`src/rtl/sm3_pkg.sv`:
```
// sm3_pkg: shared SM3 definitions for the compression core.
//   T_LO / T_HI : round constants Tj for rounds 0..15 and 16..63
//   IV          : standard SM3 initial chaining value (A..H, A in the MSBs)
//   state_t     : compression FSM states
//   rotl32, P0, P1, FF, GG : SM3 word-level helper functions
package sm3_pkg;

    localparam logic [31:0]  T_LO = 32'h79CC4519;
    localparam logic [31:0]  T_HI = 32'h7A879D8A;
    localparam logic [255:0] IV   = 256'h7380166F_4914B2B9_172442D7_DA8A0600_A96F30BC_163138AA_E38DEE4D_B0FB0E4E;

    typedef enum logic [1:0] {
        IDLE  = 2'd0,
        ROUND = 2'd1,
        FINAL = 2'd2
    } state_t;

    // A rotate by 0 shifts right by 32, which yields zero, so n = 0 is safe.
    function automatic logic [31:0] rotl32(input logic [31:0] x, input logic [4:0] n);
        return (x << n) | (x >> (6'd32 - 6'(n)));
    endfunction

    function automatic logic [31:0] P0(input logic [31:0] x);
        return x ^ rotl32(x, 5'd9) ^ rotl32(x, 5'd17);
    endfunction

    function automatic logic [31:0] P1(input logic [31:0] x);
        return x ^ rotl32(x, 5'd15) ^ rotl32(x, 5'd23);
    endfunction

    // lo = 1 selects the XOR form used in rounds 0..15.
    function automatic logic [31:0] FF(input logic [31:0] x, input logic [31:0] y,
                                       input logic [31:0] z, input logic lo);
        return lo ? (x ^ y ^ z) : ((x & y) | (x & z) | (y & z));
    endfunction

    function automatic logic [31:0] GG(input logic [31:0] x, input logic [31:0] y,
                                       input logic [31:0] z, input logic lo);
        return lo ? (x ^ y ^ z) : ((x & y) | (~x & z));
    endfunction

endpackage

```
`src/rtl/sm3_msg_exp.sv`:
```
// sm3_msg_exp: on-the-fly SM3 message expansion as a 16-word sliding window.
//   clk      in  1    clock, rising edge
//   rst      in  1    asynchronous active-high reset, clears the window
//   load     in  1    load window from block_in (word 0 = bits [511:480])
//   shift    in  1    advance one round: W[k] <= W[k+1], W[15] <= next word
//   block_in in  512  message block
//   wj       out 32   Wj  = W[0]
//   wj_p     out 32   W'j = W[0] ^ W[4]
module sm3_msg_exp
    import sm3_pkg::*;
(
    input  logic         clk,
    input  logic         rst,
    input  logic         load,
    input  logic         shift,
    input  logic [511:0] block_in,
    output logic [31:0]  wj,
    output logic [31:0]  wj_p
);

    logic [31:0] w [16];
    logic [31:0] w_new;

    // W[0] holds W(j), so W[3], W[7], W[10], W[13] are W(j+3) .. W(j+13)
    // and w_new is W(j+16).
    always_comb begin
        w_new = P1(w[0] ^ w[7] ^ rotl32(w[13], 5'd15)) ^ rotl32(w[3], 5'd7) ^ w[10];
        wj    = w[0];
        wj_p  = w[0] ^ w[4];
    end

    always_ff @(posedge clk or posedge rst) begin
        if (rst) begin
            for (int k = 0; k < 16; k++) w[k] <= '0;
        end else if (load) begin
            for (int k = 0; k < 16; k++) w[k] <= block_in[511 - 32*k -: 32];
        end else if (shift) begin
            for (int k = 0; k < 15; k++) w[k] <= w[k+1];
            w[15] <= w_new;
        end
    end

endmodule

```
`src/rtl/sm3_ss1.sv`:
```
// sm3_ss1: SS1 rotate-add datapath of one SM3 round (purely combinational).
//   a   in  32  working register A
//   e   in  32  working register E
//   j   in  6   round index 0..63
//   ss1 out 32  ((A<<<12) + E + (Tj<<<(j mod 32))) <<< 7
module sm3_ss1
    import sm3_pkg::*;
(
    input  logic [31:0] a,
    input  logic [31:0] e,
    input  logic [5:0]  j,
    output logic [31:0] ss1
);

    logic [31:0] tj;
    logic [31:0] sum;

    always_comb begin
        tj  = (j < 6'd16) ? T_LO : T_HI;
        sum = rotl32(a, 5'd12) + e + rotl32(tj, j[4:0]);
        ss1 = rotl32(sum, 5'd7);
    end

endmodule

```
`src/rtl/sm3_compress.sv`:
```
// sm3_compress: iterative SM3 compression function, one round per clock.
// Computes V(i+1) = CF(V(i), B(i)) in 65 clocks from the start edge.
//   clk      in  1    clock, rising edge
//   rst      in  1    asynchronous active-high reset
//   start    in  1    load block_in / v_in and begin (honoured only in IDLE)
//   use_iv   in  1    only when SM3_CMP_IV_EN is defined: load the standard IV
//                     instead of v_in
//   block_in in  512  message block, W0 = bits [511:480]
//   v_in     in  256  chaining value, A = bits [255:224] .. H = bits [31:0]
//   busy     out 1    high while rounds 0..63 are executing
//   done     out 1    one-cycle pulse, v_out valid
//   v_out    out 256  next chaining value, held until the next done
// Optional feature macro: SM3_CMP_IV_EN (adds the use_iv input).
module sm3_compress
    import sm3_pkg::*;
(
    input  logic         clk,
    input  logic         rst,
    input  logic         start,
`ifdef SM3_CMP_IV_EN
    input  logic         use_iv,
`endif
    input  logic [511:0] block_in,
    input  logic [255:0] v_in,
    output logic         busy,
    output logic         done,
    output logic [255:0] v_out
);

    state_t       state;
    state_t       state_next;
    logic         accept;

    logic [31:0]  a, b, c, d, e, f, g, h;
    logic [255:0] v;
    logic [5:0]   j;
    logic [255:0] v_load;

    logic [31:0]  ss1;
    logic [31:0]  ss2;
    logic [31:0]  tt1;
    logic [31:0]  tt2;
    logic [31:0]  wj;
    logic [31:0]  wj_p;
    logic         lo;

`ifdef SM3_CMP_IV_EN
    assign v_load = use_iv ? IV : v_in;
`else
    assign v_load = v_in;
`endif

    assign busy = (state == ROUND);

    sm3_ss1 u_ss1 (
        .a   (a),
        .e   (e),
        .j   (j),
        .ss1 (ss1)
    );

    sm3_msg_exp u_msg_exp (
        .clk      (clk),
        .rst      (rst),
        .load     (accept),
        .shift    (state == ROUND),
        .block_in (block_in),
        .wj       (wj),
        .wj_p     (wj_p)
    );

    always_comb begin
        lo  = (j < 6'd16);
        ss2 = ss1 ^ rotl32(a, 5'd12);
        tt1 = FF(a, b, c, lo) + d + ss2 + wj_p;
        tt2 = GG(e, f, g, lo) + h + ss1 + wj;
    end

    always_ff @(posedge clk or posedge rst) begin
        if (rst) state <= IDLE;
        else     state <= state_next;
    end

    always_comb begin
        state_next = state;
        accept     = 1'b0;
        case (state)
            IDLE: begin
                if (start) begin
                    accept     = 1'b1;
                    state_next = ROUND;
                end
            end
            ROUND: begin
                if (j == 6'd63) state_next = FINAL;
            end
            FINAL: begin
                state_next = IDLE;
            end
            default: begin
                state_next = IDLE;
            end
        endcase
    end

    always_ff @(posedge clk or posedge rst) begin
        if (rst) begin
            {a, b, c, d, e, f, g, h} <= '0;
            v     <= '0;
            j     <= '0;
            v_out <= '0;
            done  <= 1'b0;
        end else begin
            done <= 1'b0;
            if (accept) begin
                {a, b, c, d, e, f, g, h} <= v_load;
                v <= v_load;
                j <= '0;
            end else if (state == ROUND) begin
                a <= tt1;
                b <= a;
                c <= rotl32(b, 5'd9);
                d <= c;
                e <= P0(tt2);
                f <= e;
                g <= rotl32(f, 5'd19);
                h <= g;
                // Wraps 63 -> 0 on the last round, ready for the next block.
                j <= j + 6'd1;
            end else if (state == FINAL) begin
                v_out <= {a, b, c, d, e, f, g, h} ^ v;
                done  <= 1'b1;
            end
        end
    end

endmodule
```
`config.mk`:
```
export PLATFORM = sky130hd
export DESIGN_NAME = sm3_compress
export DESIGN_NICKNAME = d
export VERILOG_FILES = /design/src/rtl/sm3_pkg.sv /design/src/rtl/sm3_msg_exp.sv /design/src/rtl/sm3_ss1.sv /design/src/rtl/sm3_compress.sv
export SDC_FILE = /design/constraint.sdc
export NUM_CORES = 2
export LEC_CHECK = 0
export CAP_MARGIN = 10
export CORE_ASPECT_RATIO = 0.75
export CORE_MARGIN = 2
export CORE_UTILIZATION = 35
export DETAILED_ROUTE_END_ITERATION = 16
export PLACE_DENSITY = 0.59
export SYNTH_ARGS = -nofsm -noshare
export SYNTH_HDL_FRONTEND = slang
export SYNTH_HIERARCHICAL = 1
export SYNTH_SLANG_ARGS = --single-unit
```
`constraint.sdc`:
```
create_clock -name clk -period 25.6 [get_ports clk]
set_input_delay 5.12 -clock clk [delete_from_list [all_inputs] [get_ports clk]]
set_output_delay 5.12 -clock clk [all_outputs]
set_load 0.01 [all_outputs]
```
## Yosys cells after proc, flatten, opt, wreduce, memory -nomap -nowiden

Index checks and enable logic that the tools add are counted.

- Flip-flop bits (word level): 1289
- Output and inout bits: 258
- Logic and storage cells: 119
- Input bits: 771

- Order comparisons: 1
- Equal/unequal tests: 5
- Mux-type cells: 31
- Add/sub/neg operators: 10
- Reductions and logical operators: 4
- Bitwise logic cells: 37
- Shift-type cells: 2

Operators with widths:

| operator | number |
|---|---|
| two-way mux 512 bit | 2 |
| two-way mux 32 bit | 18 |
| XOR 32 bit | 14 |
| adder 32 bit | 8 |
| XOR 256 bit | 1 |
| AND 32 bit | 5 |
| bitwise OR 32 bit | 4 |
| bitwise OR 32 x 15 -> 32 bit | 2 |
| bitwise OR 32 x 7 -> 32 bit | 2 |
| bitwise OR 32 x 9 -> 32 bit | 2 |
| inverter 32 bit | 1 |
| bitwise OR 32 x 12 -> 32 bit | 1 |
| bitwise OR 32 x 17 -> 32 bit | 1 |
| bitwise OR 32 x 19 -> 32 bit | 1 |
| bitwise OR 32 x 23 -> 32 bit | 1 |
| left shift 32 x 5 -> 32 bit | 1 |
| >> shifter 32 x 6 -> 32 bit | 1 |
| two-way mux 26 bit | 1 |
| two-way mux 6 bit | 2 |
| adder 6 x 1 -> 6 bit (second input constant) | 1 |
| equality test 6 bit (second input constant) | 1 |
| < comparator 6 x 5 -> 1 bit (second input constant) | 1 |
| subtractor 6 x 5 -> 6 bit (first input constant) | 1 |
| two-way mux 1 bit | 5 |
| 11 further kinds | 13 |

## Longest topological paths before layout

- Depth in word-level cells: 13
- Depth in mapped cells: 40
- Gate-level depth less buffers: 37

## By module

Netlist, hierarchy kept.

Modules (own cells, without submodules):

| module | sequential area each (um2) | instances | area each (um2) | cells each |
|---|---|---|---|---|
| sm3_compress | 19443.6 | 1 | 42524.5 | 4710 |
| sm3_msg_exp | 12812.3 | 1 | 25540.7 | 2448 |
| sm3_ss1 | 0.0 | 1 | 5041.1 | 772 |

## Worst setup path before layout

OpenSTA, ideal clock, no wires.

- Path kind: in2out
- From: in start
- To: out busy
- Data required time: 20.480 ns
- Slack: 14.395 ns
- Stages on the path: 6
- Arrival time: 6.085 ns
- Buffers on the path: 2
- Path through: nor2b_1 nand2b_1 clkbuf_1 nand2_1 inv_1 buf_1

RTL lines:

| item | line | text |
|---|---|---|
| start, declared | sm3_compress.sv:19 | `input logic start,` |
| end, declared | sm3_compress.sv:25 | `output logic busy,` |

==> implementation parameters <==
Parameter                              Value

Status
  Outcome ... completed

Global routing
  Global Route Usage Sum ... 0.300
  Wire length of the first global-routing pass ... 454000 µm
  Initial antenna violation count ... 26
  Vias in the first global route ... 58700
  Total overflow reported by the global router ... 0
  Maximum number of pins on one net before global-route repair ... 266

Synth
  Ys async rst share ... 1.00
  Cells after synthesis ... 7930
  Post-synthesis cell area ... 73100 µm²
  Largest area contributor in the synthesized netlist ... dfrtp_1
  Post-synth net total ... 8994
  Leading register cell type out of synthesis ... dfrtp_1
  Biggest area contributors in the synthesized netlist ... dfrtp_1, nand2_1, mux2i_1
  Count leader, synth ... nand2_1
  Count of flip-flops with a built-in enable after synthesis ... 0
  Number of register bits inferred by synthesis ... 1289
  Fraction of the yosys area taken by sequential cells ... 0.441
  Syn. warnings ... 6
  Count of unique library cells instantiated by Yosys ... 103
  Share of the synthesized area in the top cell type ... 0.441
  Avg Synthesized Cell Area ... 9.22 µm²
  Commonest cells post-synth ... nand2_1, dfrtp_1, o21ai_0, mux2i_1, xnor2_1

Setup path
  Worst Setup End Kind ... primary output
  Path depth of the worst reg2reg path ... 32
  Peak fanout along the critical path ... 66
  Critical Path Start Type ... input pin
  Endpoint arrival time on the critical path ... 7.68 ns
  Required time at the worst-slack endpoint ... 20.48 ns
  Path type of the worst setup path ... input pin to primary output

Route
  Wire per inst ... 28.5 µm
  Number of DRC violations after detailed-routing iteration 0 ... 8443
  Sum of routed wire length over all layers ... 330000 µm
  Antenna Nets Post-Route ... 0
  Detailed-route wire length on metal 1 ... 152000 µm
  Top metal layer carrying routed signals ... met5
  Pre-antenna DRT Iters ... 8
  Met3 WL ... 27500 µm
  Total DRC errors in the routed layout ... 0
  Number of vias per cell after detailed routing ... 5.43
  Total number of vias ... 62800
  Met2 wirelength from detailed routing ... 140000 µm

Layout
  Number of fill cells in the layout ... 20200
  Layout overhead on the synthesized area ... 23.4%
  Share of cells above drive strength 1 ... 0.0458
  Layout Nets ... 9708

CTS
  Clock tree root driver cell ... clkbuf_16
  Maximum number of buffers from clock root to sink ... 3
  Clock tree from TritonCTS ... built
  Clk Latency, worst-skew pair ... 0.83 ns
  Setup Buffers After CTS ... 0
  Clock transition at path regs ... 0.06 ns
  Total of cells resized after clock tree synthesis ... 0
  Number of H-tree branching levels ... 4
  Hold buffers post-CTS ... 0
  Total CTS buffers ... 139
  # clock sinks ... 1289

Timing
  Final setup violation count ... 0
  Worst slew slack as a fraction of its limit ... 0.158
  Minimum setup slack in the final design ... 12.80 ns
  Total negative slack ... 0 ns
  Final hold vios ... 0
  Final setup skew ... 0.0620 ns
  Setup repair after global routing missed its margin ... no
  Slew at the pin with the worst max-slew slack ... 1.26 ns
  Final critical-path required period ... 12.80 ns
  Timing-limited maximum frequency ... 78.1 MHz
  Period utilization ... 0.500
  Final Slew Violations ... 0

Floorplanning
  Core ar. ... 208000 µm²
  Die width ... 532 µm
  Number of top-level design ports ... 1029
  Number of rows in the core area ... 145
  Area of the die ... 213000 µm²
  Effective utilization at floorplan ... 0.352
  Chip height ... 400 µm

Run
  Max-cap viol count ... 0

Place
  Global placement routability congestion ... 0.981
  Port-buffer cells ... 1028
  Pre-CTS worst setup slack ... 12.68 ns
  Hpwl dp ... 258000 µm

Worst hold path
  Path type of the worst min-delay path ... flip-flop to flip-flop
  Cells on Worst Hold Path ... 2
==> registers in the layout, summed over array words and instances (netlist names), 6 cells and up <==
name / count
u_msg_exp/wj: 32
h: 32
f: 32
a: 32
g: 32
b: 32
d: 32
e: 32
j: 6
u_msg_exp/w: 480
v: 256
c: 32
v_out: 256
==> critical path: stages <==
cell	delay, ns
buf_4	0.13
nor2b_1	0.24
nand2b_4	0.72
nand2_1	0.32
inv_8	0.45
clkdlybuf4s50_1	0.68
==> kinds of logic (layout without fill, tap and decap cells) <==
group	after synthesis	after routing	synth area share
and+or+nand+nor	2405	2405	0.138
AOI/OAI and AO/OA	1762	1762	0.135
DFF	1289	1289	0.441
buffers and inverters	975	1798	0.0542
xor gates and xnor gates	635	635	0.0833
muxes	570	570	0.0789
adders and majority gates	294	294	0.0696
other	0	14	0
==> cells in the final DEF, fill, tap and decap left out, drive strengths merged, types with 24 or more instances in the layout <==
cell type / netlist / routed
a211oi: 31 / 31
a21o: 41 / 41
a21oi: 317 / 317
a22oi: 52 / 52
a31oi: 86 / 86
and3b: 87 / 87
buf: 173 / 93
clkbuf: 374 / 204
clkdlybuf4s50: 0 / 1027
clkinv: 2 / 28
dfrtp: 1289 / 1289
fa: 188 / 188
ha: 105 / 105
inv: 426 / 434
mux2i: 547 / 547
nand2: 1853 / 1853
nand3: 52 / 52
nor2: 209 / 209
nor2b: 24 / 24
nor3: 64 / 64
nor3b: 44 / 44
o211ai: 41 / 41
o21ai: 1051 / 1051
xnor2: 497 / 497
xnor3: 34 / 34
xor2: 104 / 104
==> area by class of cell <==
type	instances	area [µm²]	area share
flip-flops and latches	1289	32300	0.358
clock inverters	46	694	0.00770
multi-input cells	5666	37000	0.410
repair buffers	1120	11100	0.123
diodes	14	35.0	0.000388
well taps	2793	3490	0.0387
inverters	428	1640	0.0181
clock buffers	204	4050	0.0449
==> stage by stage <==
stage	util	hold WS, ns	cells	instance area [µm²]
6_report	0.434	0.480	11600	90200
5_1_grt	0.434	0.502	11600	90200
4_1_cts	0.434	0.483	11500	90200
3_5_place_dp	0.411	0.470	11300	85500
3_3_place_gp	0.411	0.463	11300	85500
2_1_floorplan	-	0.467	7930	73100
==> routing by layer <==
metal  GRT usage  vias up
li1            -    27800
met4      0.0928       14
met1       0.453    31600
met2       0.432     2942
met3      0.0556      433
met5           0        -
==> worst paths after layout <==
path | slack, ns | end | startpoint
max | 12.80 | busy | start
min | 0.48 | v_out[233]$_DFFE_PP0P_ | v_out[233]$_DFFE_PP0P_
max reg2reg | 14.30 | e[23]$_DFFE_PP0P_ | j[1]$_DFFE_PP0P_
min reg2reg | 0.48 | v_out[233]$_DFFE_PP0P_ | v_out[233]$_DFFE_PP0P_
max in group asynchronous | 17.42 | v_out[164]$_DFFE_PP0P_ | rst
min in group asynchronous | 4.97 | u_msg_exp/wj[9]$_DFFE_PP0P_ | rst
Power is left out: the tool's default activity adds up to more than one toggle a clock period on the data nets, which glitch-free logic cannot reach.
